<file path="src/rtl/pico_mem_pkg.sv">
`default_nettype none
// ============================================================================
// Module  : pico_mem_pkg
// Purpose : Shared widths and state encoding for the PicoComputer data-memory
//           path. The CPU core, the memory and mem_master all reuse these.
// Contents: ADDR_W  - memory address width (64 words)
//           DATA_W  - memory word width
//           LEN_W   - burst-length field width (1..8 beats)
//           mem_state_t - mem_master controller states
// Revision: 1.0 - initial release
// ============================================================================
package pico_mem_pkg;

   localparam int ADDR_W = 6;
   localparam int DATA_W = 16;
   localparam int LEN_W  = 3;

   typedef enum logic [2:0] {
      IDLE  = 3'd0,
      WRITE = 3'd1,
      ISSUE = 3'd2,
      CAPT  = 3'd3,
      RESP  = 3'd4
   } mem_state_t;

endpackage
`default_nettype wire

</file>
<file path="src/rtl/mem_master.sv">
`default_nettype none
// ============================================================================
// Module  : mem_master
// Purpose : Initiator-side controller for the 64x16 single-port data memory.
//           Accepts load/store requests over valid/ready, drives the memory
//           we/addr/data pins and returns read words (single or burst of up
//           to 8) on a response channel with backpressure.
// Ports   : clk, rst_n                - clock, synchronous active-low reset
//           req_valid/req_ready       - request handshake
//           req_we/req_addr/req_wdata/req_len - request payload
//           rsp_valid/rsp_ready       - response handshake
//           rsp_data/rsp_last         - read word, last-beat flag
//           busy                      - controller not in IDLE
//           mem_we/mem_addr/mem_data  - memory write enable/address/data
//           mem_out                   - memory read data (one cycle latency)
// Revision: 1.0 - initial release
// ============================================================================
module mem_master
   import pico_mem_pkg::*;
(
   input  logic              clk,
   input  logic              rst_n,
   input  logic              req_valid,
   output logic              req_ready,
   input  logic              req_we,
   input  logic [ADDR_W-1:0] req_addr,
   input  logic [DATA_W-1:0] req_wdata,
   input  logic [LEN_W-1:0]  req_len,
   output logic              rsp_valid,
   input  logic              rsp_ready,
   output logic [DATA_W-1:0] rsp_data,
   output logic              rsp_last,
   output logic              busy,
   output logic              mem_we,
   output logic [ADDR_W-1:0] mem_addr,
   output logic [DATA_W-1:0] mem_data,
   input  logic [DATA_W-1:0] mem_out
);

   mem_state_t        state;
   mem_state_t        state_n;
   logic [LEN_W-1:0]  r_beats;      // beats remaining after the current one
   logic              w_accept;
   logic              w_last_beat;
   logic              w_advance;

   assign req_ready   = (state == IDLE);
   assign busy        = (state != IDLE);
   assign w_accept    = req_valid && (state == IDLE);
   assign w_last_beat = (r_beats == '0);
   assign w_advance   = (state == RESP) && rsp_ready && !w_last_beat;

   always_comb begin
      state_n = state;
      case (state)
         IDLE:    if (req_valid) state_n = req_we ? WRITE : ISSUE;
         WRITE:   state_n = IDLE;
         ISSUE:   state_n = CAPT;
         CAPT:    state_n = RESP;
         RESP:    if (rsp_ready) state_n = w_last_beat ? IDLE : ISSUE;
         default: state_n = IDLE;
      endcase
   end

   // mem_addr doubles as the beat address register: it is loaded on accept
   // and stepped (mod 2^ADDR_W) only when a non-final beat is consumed, so it
   // stays stable for the whole of a stalled RESP.
   always_ff @(posedge clk) begin
      if (!rst_n) begin
         state     <= IDLE;
         mem_we    <= 1'b0;
         mem_addr  <= '0;
         mem_data  <= '0;
         r_beats   <= '0;
         rsp_valid <= 1'b0;
         rsp_data  <= '0;
         rsp_last  <= 1'b0;
      end else begin
         state     <= state_n;
         // Outputs are registered from the next state so they line up with it.
         mem_we    <= (state_n == WRITE);
         rsp_valid <= (state_n == RESP);
         if (w_accept) begin
            mem_addr <= req_addr;
            mem_data <= req_wdata;
            r_beats  <= req_len;
         end
         // Memory returns the ISSUE-cycle address's word during CAPT.
         if (state == CAPT) begin
            rsp_data <= mem_out;
            rsp_last <= w_last_beat;
         end
         if (w_advance) begin
            mem_addr <= mem_addr + ADDR_W'(1);
            r_beats  <= r_beats - LEN_W'(1);
         end
      end
   end

endmodule
`default_nettype wire

</file>
<file path="config.mk">
export PLATFORM = sky130hd
export DESIGN_NAME = mem_master
export DESIGN_NICKNAME = d
export VERILOG_FILES = /design/src/rtl/pico_mem_pkg.sv /design/src/rtl/mem_master.sv
export SDC_FILE = /design/constraint.sdc
export NUM_CORES = 1
export LEC_CHECK = 0
export ABC_AREA = 0
export ABC_CLOCK_PERIOD_IN_PS = 4900
export CAP_MARGIN = 40
export CORE_MARGIN = 1
export CORE_UTILIZATION = 43
export DETAILED_ROUTE_END_ITERATION = 10
export GPL_TIMING_DRIVEN = 0
export PLACE_DENSITY = 0.95
export SLEW_MARGIN = 20
export SYNTH_ARGS = -nofsm -noshare
export SYNTH_HDL_FRONTEND = slang
export SYNTH_SLANG_ARGS = --single-unit
export TNS_END_PERCENT = 10
</file>
<file path="constraint.sdc">
create_clock -name clk -period 4.9 [get_ports clk]
set_input_delay 0.98 -clock clk [delete_from_list [all_inputs] [get_ports clk]]
set_output_delay 0.98 -clock clk [all_outputs]
set_load 0.05 [all_outputs]
</file>
==> impl_metrics.yaml <==
status:
  outcome: "finished, final reports clean"
setup_path:
  crit_arrival_ns: 1.83
  crit_chain: "buf_6 -> nor3_1 -> clkdlybuf4s50_1"
  critPathTopFamily: "buffers and inverters"
  r2r_slack_ns: 3.05
  critPathLaunchType: "flip-flop"
  r2r_cells: 7
  slowest_delay_ns: 0.84
  r2r-end: "mem_addr[3]"
  critPathRequiredTime_ns: 3.92
  crit_type: "flip-flop to output port"
  cp-end-kind: "output port"
  crit_buf_inv: 2
  rr_startpoint: "r_beats[0]"
  slowest_stage: "clkdlybuf4s50_1"
  path_max_fanout: 9
sta:
  rsz0062_at_grt: "false"
  hold_viol_final: 0
  fmaxAchievable_mhz: 356
  post-route-period-util_pct: 57.3
  fin_skew_ns: 0.00469
  slew_headroom_pct: 61.2
  worst_pin_slew_ns: 0.580
  drv_slew: 0
  setup_viol: 0
  final.setup.tns_ns: 0
  finalCriticalPeriod_ns: 2.81
die:
  core_um2: 4060
  num_rows: 23
  initial_core_util_pct: 45.7
  ios: 89
  die_area_um2: 4580
  fp.dieH_um: 67.7
  die_w_um: 67.7
drt:
  dr.pass1.iters: 4
  wl_per_cell_um: 12.6
  route.detailed.drc: 0
  drtAntennaViolNets: 0
  drtIter0Drc: 86
  wl_um: 4700
  viasPerCell: 5.09
  via_count: 1897
synthesis:
  syn_inst: 227
  netlist_area_um2: 1860
  ys_ff_latch: 47
  yosysUniqueCellTypes: 36
  synthTopCellsByArea: "dfxtp_1, nand2_1, a21oi_1"
  synth_top_cell_by_area: "dfxtp_1"
  synth_top_area_share_pct: 50.7
  synth-seq-area-share_pct: 50.7
  yosysWarningCount: 0
  syn_avg_cell_area_um2: 8.17
  synthesis.nets: 276
hold_path:
  min_to: "rsp_data[9]"
  min_path_type: "flip-flop to flip-flop"
  worstHoldPathCells: 2
  min_from: "rsp_data[9]"
clocking:
  cts_max_level: 2
  cts.sinks: 47
  clk_latency_ns: 0.30
  cts_resized: 0
  path_clk_slew_ns: 0.09
  cts-root-buf: "clkbuf_8"
  cts_buffers: 5
  cts_tree: "done"
  cts_max_path_buffers: 2
  postCtsHoldBufs: 0
  post_cts_buffers: 0
place:
  post-dp-hpwl_um: 3560
  dp.cells: 365
  gp_congestion: 0.770
  portBuffers: 88
cells_and_area:
  n_antenna_cell: 0
  instances_no_fill: 373
  finish.utilization_pct: 71.4
  layout.nets: 371
  layout-drive-gt1-share_pct: 5.57
  areaGrowthSynthToFinish_pct: 56.2
global_route:
  grt_pass1_wl_um: 7510
  grt_usage_pct: 21.9
  first_global_vias: 1778
  overflow: 0
  grt_max_degree: 16
  antenna_found_initial: 0
power:
  p_per_area_nw_per_um2: 298
  p_total_mw: 0.864
  p_leak_nw: 1.04
  vdd_drop_max_v: 0.000190
job:
  maxCapViolations: 0
-- flip-flops by register name, summed over array words and instances, names as in the netlist --
name       count
mem_data      16
rsp_data      16
mem_addr       6
r_beats        3
state          3
mem_we         1
rsp_last       1
rsp_valid      1
-- worst register-to-register path, cell delays in order, from the launching register on --
cell and delay (ns):
dfxtp_1 0.34, inv_1 0.06, ha_1 0.20, ha_1 0.22
nor2b_1 0.15, nand3_1 0.26, or3_1 0.42, a31oi_1 0.15
-- cells by family (layout without fill, tap and decap cells) --
kind of cell,count (synthesis),in the layout,share of synthesized area [%]
AND/OR/NAND/NOR,99,99,24.5
buffers and inverters,19,115,4.59
adder cells (fa/ha/maj),3,3,2.02
flip-flops,47,47,50.7
AO/OA/AOI/OAI,59,59,18.2
-- worst max path at each step --
stage                          from            to  depth (start not counted)
after detailed placement  req_valid   mem_data[0]                          5
after global routing       state[1]     req_ready                          3
after global placement    req_valid  mem_data[13]                          5
final                      state[2]     req_ready                          3
after CTS                  state[2]     req_ready                          3
after floorplan            state[1]          busy                          3
-- power breakdown --
| group | total, mW | switching, mW | internal, mW |
|---|---|---|---|
| clock | 0.249 | 0.134 | 0.115 |
| combinational | 0.202 | 0.117 | 0.0850 |
| sequential | 0.413 | 0.0126 | 0.400 |
-- routing by layer --
layer | global-route usage [%] | up-vias | wire, µm
li1 | - | 950 | -
met1 | 24.9 | 858 | 1950
met2 | 37.4 | 75 | 2250
met3 | 6.42 | 14 | 391
met4 | 10.1 | 0 | 108
met5 | 0 | - | 0
-- cell usage after synthesis --
library cell   n
nor2_1         5
nor3_1         2
a31oi_1        2
o21a_1         2
clkbuf_1       8
nand3b_2       1
nor2b_1        2
a2bb2oi_1      3
a311oi_1       1
nand4_1        1
buf_2          2
ha_1           3
or3b_4         1
o21ai_0        2
nor2_2         1
or3_1          1
a22oi_1        2
a32oi_1        1
a211oi_1       1
a21oi_1       42
buf_6          1
nand2b_1       1
and2_1         1
nand3_1        4
nand2_1       75
buf_4          1
dfxtp_1       47
o211ai_1       1
or2_2          1
nor4_1         1
o221ai_1       1
inv_1          6
nor4b_4        1
nor4_4         1
a21o_1         1
clkinv_1       1
-- per-stage QoR --
stage	hold slack (ns)	instance area, µm²	setup WS (ns)
after floorplan	0.432	1860	1.76
after global placement	0.438	2800	2.21
after detailed placement	0.446	2800	2.17
after CTS	0.459	2900	2.08
after global routing	0.478	2900	2.03
final	0.454	2900	2.09
-- cell type report --
type / instances / area [µm²]
inverters: 7 / 26.3
repair buffers: 88 / 881
plain buffers: 12 / 58.8
flip-flops and latches: 47 / 941
fillers: 326 / 1160
multi-input cells: 161 / 830
well taps: 50 / 62.6
clock inverters: 2 / 16.3
clock buffers: 6 / 82.6
-- placed cells by master (no fill, tap or decap), types with 2 or more instances in the layout --
master	n
buf_2	2
a21oi_1	42
clkdlybuf4s50_1	88
nor2b_1	2
a22oi_1	2
dfxtp_1	47
nand2_1	75
nor2_1	5
o21ai_0	2
ha_1	3
a2bb2oi_1	3
nand3_1	4
o21a_1	2
nor3_1	2
a31oi_1	2
clkbuf_8	6
inv_1	6
clkbuf_1	8
Note: power is estimated with default switching activity, not from simulation.
